**src/rtl/mem_stage_reg_pkg.sv**
```systemverilog
// Shared widths, bus layouts and load-type bit positions for the memory-access stage.
package mem_stage_reg_pkg;

  localparam int ES2MS_LEN  = 85;
  localparam int MS2WS_LEN  = 111;
  localparam int RF_ZIP_LEN = 40;
  localparam int EXC_W      = 8;

  // Bit positions inside ld_zip = {ld_b, ld_bu, ld_h, ld_hu, ld_w}
  localparam int LD_B  = 4;
  localparam int LD_BU = 3;
  localparam int LD_H  = 2;
  localparam int LD_HU = 1;
  localparam int LD_W  = 0;

  typedef struct packed {
    logic             mem_req;
    logic [4:0]       ld_zip;
    logic             rf_we;
    logic [4:0]       rf_waddr;
    logic             csr_re;
    logic [31:0]      alu_result;
    logic [31:0]      pc;
    logic [EXC_W-1:0] except;
  } es2ms_t;

  typedef struct packed {
    logic [31:0]      pc;
    logic             rf_we;
    logic [4:0]       rf_waddr;
    logic             csr_re;
    logic [31:0]      final_wdata;
    logic [EXC_W-1:0] except;
    logic [31:0]      vaddr;
  } ms2ws_t;

  typedef struct packed {
    logic        csr_re;
    logic        mem_pending;
    logic        rf_we;
    logic [4:0]  rf_waddr;
    logic [31:0] wdata;
  } rf_zip_t;

  function automatic logic is_load(input logic [4:0] ld_zip);
    return |ld_zip;
  endfunction

endpackage

```
**src/rtl/mem_stage_reg_load_align.sv**
```systemverilog
// Byte/half/word extraction with sign or zero extension for load results.
module mem_load_align
  import mem_stage_reg_pkg::*;
(
  input  logic [4:0]  ld_zip,
  input  logic [1:0]  addr,
  input  logic [31:0] rdata,
  output logic [31:0] wdata
);

  logic [7:0]  byte_lane [4];
  logic [7:0]  byte_sel;
  logic [15:0] half_sel;

  genvar gi;
  generate
    for (gi = 0; gi < 4; gi++) begin : g_lane
      assign byte_lane[gi] = rdata[8*gi +: 8];
    end
  endgenerate

  always_comb begin
    byte_sel = byte_lane[addr];
    half_sel = addr[1] ? rdata[31:16] : rdata[15:0];
    wdata    = '0;
    if (ld_zip[LD_B])       wdata = {{24{byte_sel[7]}}, byte_sel};
    else if (ld_zip[LD_BU]) wdata = {24'b0, byte_sel};
    else if (ld_zip[LD_H])  wdata = {{16{half_sel[15]}}, half_sel};
    else if (ld_zip[LD_HU]) wdata = {16'b0, half_sel};
    else if (ld_zip[LD_W])  wdata = rdata;
  end

endmodule

```
**src/rtl/mem_stage_reg.sv**
```systemverilog
// Memory-access pipeline stage: waits for data_ok, extracts load data, drops flushed responses.
// Optional macro MS_FWD_LOAD_DATA_EN forwards arrived load data to decode via ms_rf_zip.
module mem_stage_reg
  import mem_stage_reg_pkg::*;
(
  input  logic                  clk,
  input  logic                  resetn,
  input  logic                  es2ms_valid,
  input  logic [ES2MS_LEN-1:0]  es2ms_bus,
  output logic                  ms_allowin,
  input  logic                  ws_allowin,
  output logic                  ms2ws_valid,
  output logic [MS2WS_LEN-1:0]  ms2ws_bus,
  output logic [RF_ZIP_LEN-1:0] ms_rf_zip,
  output logic                  ms_ex,
  input  logic                  wb_ex,
  input  logic                  data_sram_data_ok,
  input  logic [31:0]           data_sram_rdata
);

  es2ms_t      bus_q, bus_d;
  logic        ms_valid_q, ms_valid_d;
  logic        buf_valid_q, buf_valid_d;
  logic [31:0] rdata_buf_q, rdata_buf_d;
  logic [1:0]  discard_cnt_q, discard_cnt_d;

  logic        data_hit, data_arrived, ms_ready_go, leaving;
  logic        cnt_inc, cnt_dec;
  logic [31:0] load_rdata, load_data, final_wdata;
  ms2ws_t      ws_out;
  rf_zip_t     rf_out;

  assign data_hit     = data_sram_data_ok & (discard_cnt_q == 2'd0);
  assign data_arrived = buf_valid_q | data_hit;
  assign ms_ready_go  = ~bus_q.mem_req | data_arrived;
  assign ms_allowin   = ~ms_valid_q | (ms_ready_go & ws_allowin);
  assign ms2ws_valid  = ms_valid_q & ms_ready_go;
  assign leaving      = ms2ws_valid & ws_allowin;
  assign ms_ex        = ms_valid_q & (|bus_q.except);
  assign load_rdata   = buf_valid_q ? rdata_buf_q : data_sram_rdata;

  // A flushed request whose response has not come back leaves one response to drop.
  assign cnt_inc = wb_ex & ms_valid_q & bus_q.mem_req & ~data_arrived;
  assign cnt_dec = data_sram_data_ok & (discard_cnt_q != 2'd0);

  mem_load_align u_align (
    .ld_zip (bus_q.ld_zip),
    .addr   (bus_q.alu_result[1:0]),
    .rdata  (load_rdata),
    .wdata  (load_data)
  );

  assign final_wdata = is_load(bus_q.ld_zip) ? load_data : bus_q.alu_result;

  always_comb begin
    ms_valid_d    = ms_valid_q;
    bus_d         = bus_q;
    buf_valid_d   = buf_valid_q;
    rdata_buf_d   = rdata_buf_q;
    discard_cnt_d = discard_cnt_q;

    if (wb_ex) begin
      ms_valid_d = 1'b0;
    end else if (ms_allowin) begin
      ms_valid_d = es2ms_valid;
      if (es2ms_valid) bus_d = es2ms_t'(es2ms_bus);
    end

    if (wb_ex || leaving) begin
      buf_valid_d = 1'b0;
    end else if (data_hit && ms_valid_q && bus_q.mem_req && !buf_valid_q) begin
      buf_valid_d = 1'b1;
      rdata_buf_d = data_sram_rdata;
    end

    if (cnt_inc && !cnt_dec && discard_cnt_q != 2'd3) discard_cnt_d = discard_cnt_q + 2'd1;
    else if (cnt_dec && !cnt_inc)                     discard_cnt_d = discard_cnt_q - 2'd1;
  end

  always_ff @(posedge clk or negedge resetn) begin
    if (!resetn) begin
      ms_valid_q    <= 1'b0;
      bus_q         <= '0;
      buf_valid_q   <= 1'b0;
      rdata_buf_q   <= '0;
      discard_cnt_q <= 2'd0;
    end else begin
      ms_valid_q    <= ms_valid_d;
      bus_q         <= bus_d;
      buf_valid_q   <= buf_valid_d;
      rdata_buf_q   <= rdata_buf_d;
      discard_cnt_q <= discard_cnt_d;
    end
  end

  always_comb begin
    ws_out.pc          = bus_q.pc;
    ws_out.rf_we       = bus_q.rf_we;
    ws_out.rf_waddr    = bus_q.rf_waddr;
    ws_out.csr_re      = bus_q.csr_re;
    ws_out.final_wdata = final_wdata;
    ws_out.except      = bus_q.except;
    ws_out.vaddr       = bus_q.alu_result;

    rf_out.csr_re   = ms_valid_q & bus_q.csr_re;
    rf_out.rf_we    = ms_valid_q & bus_q.rf_we;
    rf_out.rf_waddr = bus_q.rf_waddr;
`ifdef MS_FWD_LOAD_DATA_EN
    rf_out.mem_pending = ms_valid_q & is_load(bus_q.ld_zip) & ~data_arrived;
    rf_out.wdata       = (is_load(bus_q.ld_zip) & data_arrived) ? load_data : bus_q.alu_result;
`else
    rf_out.mem_pending = ms_valid_q & is_load(bus_q.ld_zip);
    rf_out.wdata       = bus_q.alu_result;
`endif
  end

  assign ms2ws_bus = ws_out;
  assign ms_rf_zip = rf_out;

endmodule

```
**config.mk**
```make
export PLATFORM = sky130hd
export DESIGN_NAME = mem_stage_reg
export DESIGN_NICKNAME = d
export VERILOG_FILES = /design/src/rtl/mem_stage_reg_pkg.sv /design/src/rtl/mem_stage_reg_load_align.sv /design/src/rtl/mem_stage_reg.sv
export SDC_FILE = /design/constraint.sdc
export NUM_CORES = 1
export LEC_CHECK = 0
export BUFFER_PORTS_ARGS = -buffer_cell sky130_fd_sc_hd__buf_2
export CAP_MARGIN = 20
export CORE_MARGIN = 2
export CORE_UTILIZATION = 28
export CTS_CLUSTER_DIAMETER = 40
export CTS_CLUSTER_SIZE = 30
export DETAILED_ROUTE_END_ITERATION = 16
export GPL_TIMING_DRIVEN = 1
export PLACE_DENSITY = 0.49
export SLEW_MARGIN = 5
export SYNTH_ARGS = -nofsm -noshare
export SYNTH_HDL_FRONTEND = slang
export SYNTH_SLANG_ARGS = --single-unit
```
**constraint.sdc**
```tcl
create_clock -name clk -period 2.8 [get_ports clk]
set_input_delay 0.28 -clock clk [delete_from_list [all_inputs] [get_ports clk]]
set_output_delay 0.28 -clock clk [all_outputs]
set_load 0.005 [all_outputs]
```
==> reports/qor.yml, run 1 <==
detailed_routing:
  drtIter0Drc: 273
  totalWireLength_microns: 19900
  detail_route.wl_per_cell_microns: 18.3
  via_per_inst: 4.64
  dr.pass1.iters: 4
  dr_total_vias: 5048
  detail-route-antenna-nets: 0
  post-route-drc-count: 0
placement:
  place_area_sq_um: 8030
  gp_congestion: 0.828
  dp_cells: 1054
  dp_hpwl_microns: 14900
  portBuffers: 276
critical_path:
  worstPathArrival_ns: 2.41
  worst-setup-path-type: "reg -> out"
  worstSetupStartpointType: "flip-flop"
  cp_max_fo: 35
  worstPathRequired_ns: 2.52
  critPathCaptureType: "primary output"
grt:
  gr-total-overflow: 0
  antenna_found_initial: 4
  grt_pass1_wl_microns: 29700
  grt_max_degree: 50
  grt_usage_pct: 14.8
  grt_pass1_vias: 4969
yosys:
  ys_seq_area_share_pct: 42.1
  synth-edff-count: 0
  synth.area.top_cells: "dfrtp_1, mux2_1, buf_4"
  synth_top_family_by_area: "multiplexers"
  muxShareOfSynthArea_pct: 29.1
  synth_cells: 586
  synth-xor-area-share_pct: 0.122
  syn_area_sq_um: 7190
  synth-compound-area-share_pct: 8.33
  yosys_warnings: 0
  synth.most_common_cell: "dfrtp_1"
  netlist_top_cells_count: "dfrtp_1, buf_4, mux2_1, mux2i_1, mux2_2"
  yosys.area.top_type_share_pct: 42.1
  async_flop_share_pct: 100
  yosysTopAreaCell: "dfrtp_1"
  synth_fa_ha_area_share_pct: 0
  synth-main-ff-cell: "dfrtp_1"
  synth_nets: 709
  syn_avg_cell_area_sq_um: 12.3
  ys_ff_latch: 121
  synth_cell_types: 49
  synth-simple-area-share_pct: 4.21
clocking:
  insertion_delay_ns: 0.42
  cts_tree: "done"
  clockBufferDepth: 2
  cts_sinks: 121
  cts_root_buffer: "clkbuf_16"
  cts_htree_levels: 4
  clk_pin_slew_ns: 0.07
  cts_made_buffers: 17
  cts_setup_buffers: 0
floorplanning:
  ios: 277
  core-area_sq_um: 25200
  rows: 58
  start_util_pct: 28.6
  die-area_sq_um: 27000
  die_h_microns: 164
  die_w_microns: 164
timing:
  worst_pin_slew_ns: 0.505
  min_period_ns: 2.69
  finalCritPeriodShare_pct: 96.1
  setup_viol: 0
  max-slew-margin-rel_pct: 66.3
  slew_violations: 0
  clock_skew_ns: 0.00854
  fmax_mhz: 372
  tns_ns: 0
  hold_viol: 0
  grt_setup_unrepaired: "false"
cells_and_area:
  nFillCells: 2558
  syn2layout_area_growth_pct: 20.5
  stdcell_count: 1089
  drive_gt1_share_pct: 51.7
  fin_nets: 867
  design_area_sq_um: 8670
status:
  status: "completed"
flow_run:
  drv_cap: 0
min_path:
  min_path_type: "in -> reg"
pwr:
  cellLeakagePower_nw: 3.99
  max-vdd-ir-drop_mv: 0.266
  fin_total_pwr_mw: 6.41
  powerDensity_nw_per_um2: 739
-- logic make-up (layout without fill, tap and decap cells) --
kind of cell              after synthesis  after routing
AOI/OAI and AO/OA                      79             79
xor gates and xnor gates                1              1
and+or+nand+nor                        52             52
other                                   0              2
muxes                                 176            176
buffers and inverters                 157            328
DFF                                   121            121
-- report_power, final --
group          internal [mW]  leakage [nW]  switching, mW  total (mW)
logic                  0.899          2.24          0.802        1.70
clock network           1.43         0.289          0.872        2.30
registers               2.12          1.46          0.289        2.40
total                   4.44          3.99           1.96        6.41
-- worst max-delay path, cell delays in order (launching register included) --
cell     delay (ns)
dfrtp_4        0.49
buf_12         0.26
mux4_2         0.57
and3_1         0.20
o32a_1         0.33
buf_2          0.13
-- metal layers --
metal / global-route usage, % / up-vias / share of wire (%)
li1: - / 2351 / -
met1: 18.7 / 2507 / 43
met2: 24.4 / 175 / 49
met3: 4.80 / 11 / 7.6
met4: 3.67 / 4 / 0.55
met5: 0 / - / 0.14
-- cell usage in the layout (no fill, tap or decap), types with 5 or more instances in the layout --
cell type / n
a211oi_1: 7
a21oi_1: 5
a221o_1: 19
buf_2: 275
buf_4: 13
clkbuf_16: 17
dfrtp_1: 120
mux2_1: 80
mux2_2: 37
mux2i_1: 44
mux4_2: 15
nand2_1: 15
nor2_1: 8
nor3_1: 6
o21ai_0: 21
-- flip-flops by register name (all words and copies together) (netlist names) --
signal	cells
ms2ws_bus	79
rdata_buf_q	32
bus_q	6
discard_cnt_q	2
buf_valid_q	1
ms_valid_q	1
-- final timing paths --
| check | startpoint | depth (start not counted) | to | slack [ns] |
|---|---|---|---|---|
| hold / removal | es2ms_bus[58] | 2 | ms2ws_bus[18] | 0.07 |
| min in group asynchronous | resetn | 2 | rdata_buf_q[1] | 0.37 |
| setup / recovery | buf_valid_q | 5 | ms2ws_bus[49] | 0.11 |
| max in group asynchronous | resetn | 3 | rdata_buf_q[21] | 1.64 |
| setup reg to reg | discard_cnt_q[0] | 5 | ms2ws_bus[28] | 0.64 |
| hold reg to reg | ms2ws_bus[86] | 1 | ms2ws_bus[86] | 0.48 |
-- area by class of cell --
class / count / area (sq um) / area share [%]
sequential: 121 / 3030 / 35.0
multi-input combinational: 308 / 3010 / 34.8
timing repair buffer: 295 / 1590 / 18.3
clock buffer: 18 / 439 / 5.07
tap: 330 / 413 / 4.76
clock inverter: 14 / 174 / 2.01
antenna: 2 / 5.00 / 0.0577
inverter: 1 / 3.75 / 0.0433
-- per-stage QoR --
step	utilization [%]	hold WS (ns)	setup WS, ns
after floorplan	-	-0.0156	0.866
after global placement	31.9	0.265	0.447
after detailed placement	31.9	0.268	0.468
after CTS	34.4	0.0526	0.00572
after global routing	34.4	0.0629	0.0111
final	34.4	0.0726	0.109
-- repair_timing --
action | CTS | global route
setup endpoints to repair | 0 | 3
hold buffers | 1 | 0
hold endpoints to repair | 47 | 0
gates resized for setup | 0 | 2
Note: power is estimated with default switching activity, not from simulation.
==> run 2: changes to the inputs <==
CORE_UTILIZATION = 36   (was 28)
PLACE_DENSITY = 0.6   (was 0.49)
==> reports/qor.yml, run 2 (same netlist as run 1, synthesis figures left out) <==
floorplanning:
  die_w_microns: 145  # -12%
  start_util_pct: 36.8  # +8.3 points
  die_h_microns: 145  # -12%
  die-area_sq_um: 21100  # -22%
  ios: 277  # unchanged
  core-area_sq_um: 19500  # -22%
  rows: 51  # -12%
grt:
  antenna_found_initial: 7  # +3
  gr-total-overflow: 0  # unchanged
  grt_usage_pct: 17.8  # +3.0 points
  grt_max_degree: 69  # +38%
  grt_pass1_wl_microns: 29200  # -1.6%
  grt_pass1_vias: 5081  # +2.3%
placement:
  dp_hpwl_microns: 13700  # -8.2%
  portBuffers: 276  # unchanged
  dp_cells: 987  # -6.4%
  gp_congestion: 0.786  # -5.1%
timing:
  setup_viol: 0  # unchanged
  grt_setup_unrepaired: "false"
  fmax_mhz: 370  # -0.42%
  finalCritPeriodShare_pct: 96.5  # +0.41 points
  tns_ns: 0  # unchanged
  worst_pin_slew_ns: 0.670  # +0.165 ns
  clock_skew_ns: 0.00657  # -0.00197 ns
  finalHoldWorstSlack_ns: 0.0737  # +0.00104 ns
  max-slew-margin-rel_pct: 55.4  # -11 points
  slew_violations: 0  # unchanged
  min_period_ns: 2.70  # +0.0113 ns
  hold_viol: 0  # unchanged
cells_and_area:
  largest_register_ffs: 79  # unchanged
  final_cell_mix: "buf_2, dfrtp_1, mux2_1"
  multi_input_area_sq_um: 3010  # about the same
  nFillCells: 1847  # -28%
  syn2layout_area_growth_pct: 19.4
  drive_gt1_share_pct: 51.4  # -0.26 points
  stdcell_count: 1026  # -5.8%
  final_common_cell: "buf_2"
  fin_nets: 865  # -0.23%
  regArea_sq_um: 3030  # unchanged
min_path:
  min_path_type: "in -> reg"
critical_path:
  worst-setup-path-type: "reg -> out"
  crit_family: "flip-flops"
  worstPathRequired_ns: 2.52  # about the same
  max_stage_delay_ns: 0.60  # +0.03 ns
  crit_chain: "buf_4, mux4_2, and3_1, o32a_1, buf_2"
  cp_slowest_cell: "dfrtp_1"
  worstPathArrival_ns: 2.42  # about the same
  cp_max_fo: 16  # -54%
  critPathCaptureType: "primary output"
  critPathBufInv: 2  # unchanged
  worstSetupStartpointType: "flip-flop"
detailed_routing:
  totalWireLength_microns: 18800  # -5.2%
  detail_route.wl_per_cell_microns: 18.4  # +0.58%
  dr.pass1.iters: 4  # unchanged
  drtIter0Drc: 220  # -19%
  via_per_inst: 4.94  # +6.6%
  post-route-drc-count: 0  # unchanged
  detail-route-antenna-nets: 0  # unchanged
  dr_total_vias: 5072  # +0.48%
pwr:
  powerDensity_nw_per_um2: 752  # +1.7%
  max-vdd-ir-drop_mv: 0.390  # +47%
  cellLeakagePower_nw: 3.99  # +0.16%
clocking:
  cts_made_buffers: 17  # unchanged
  insertion_delay_ns: 0.41  # about the same
  cts_htree_levels: 4  # unchanged
  cts_tree: "done"
  clk_pin_slew_ns: 0.06  # about the same
  cts_sinks: 121  # unchanged
  clockBufferDepth: 2  # unchanged
  cts_root_buffer: "clkbuf_16"
flow_run:
  drv_cap: 0  # unchanged
status:
  status: "completed"
run 2: changes by cell type in the layout (fill, tap and decap cells not counted), sizes merged:
cell and delta:
inv -1, diode +4, clkinv -1, bufinv +1, clkinvlp -1, buf -2
clkbuf +2
run 2: layout make-up:
cell class              instances  share of cell area, %
multi-input cells             308                   35.1
clock inverters                12                   2.00
repair buffers                293                   18.1
flip-flops and latches        121                   35.3
diodes                          6                  0.175
well taps                     265                   3.86
clock buffers                  20                   5.43
inverters                       1                 0.0437
run 2: worst paths after layout:
check	start	endpoint	slack, ns	depth (start not counted)
max	ms2ws_bus[1]	ms2ws_bus[49]	0.1	5
min	es2ms_bus[76]	ms2ws_bus[76]	0.07	2
max reg2reg	buf_valid_q	ms2ws_bus[77]	0.59	6
min reg2reg	ms2ws_bus[79]	ms2ws_bus[79]	0.48	1
max in group asynchronous	resetn	ms2ws_bus[28]	1.59	3
min in group asynchronous	resetn	ms2ws_bus[3]	0.46	2
run 2: routing by layer:
layer	track usage [%]	part of all wire, %	wire length [microns]
met5	0	0.058	11
met4	5.25	1.5	289
met3	6.05	7.9	1500
met2	28.7	48	9040
met1	22.9	42	8000
run 2: timing repair:
action	in CTS	in global routing
gates resized for setup	0	0
hold endpoints to repair	67	0
hold buffers	1	0
setup buffers	0	0
run 2: report_power, final:
part           total, mW  switching, mW  internal, mW
sequential          2.41          0.290          2.12
clock               2.38          0.826          1.55
combinational       1.67          0.784         0.889
run 2: per-stage QoR:
step / cell area [sq um] / setup WS (ns) / utilization [%] / power (mW)
global placement: 7920 / 0.369 / 40.5 / 4.09
detailed placement: 7930 / 0.523 / 40.6 / 4.13
CTS: 8580 / 0.0631 / 43.9 / 6.54
finish: 8590 / 0.0979 / 44.0 / 6.46
floorplan: 7190 / 0.866 / - / 3.69
global route: 8580 / 0.00924 / 44.0 / 6.81
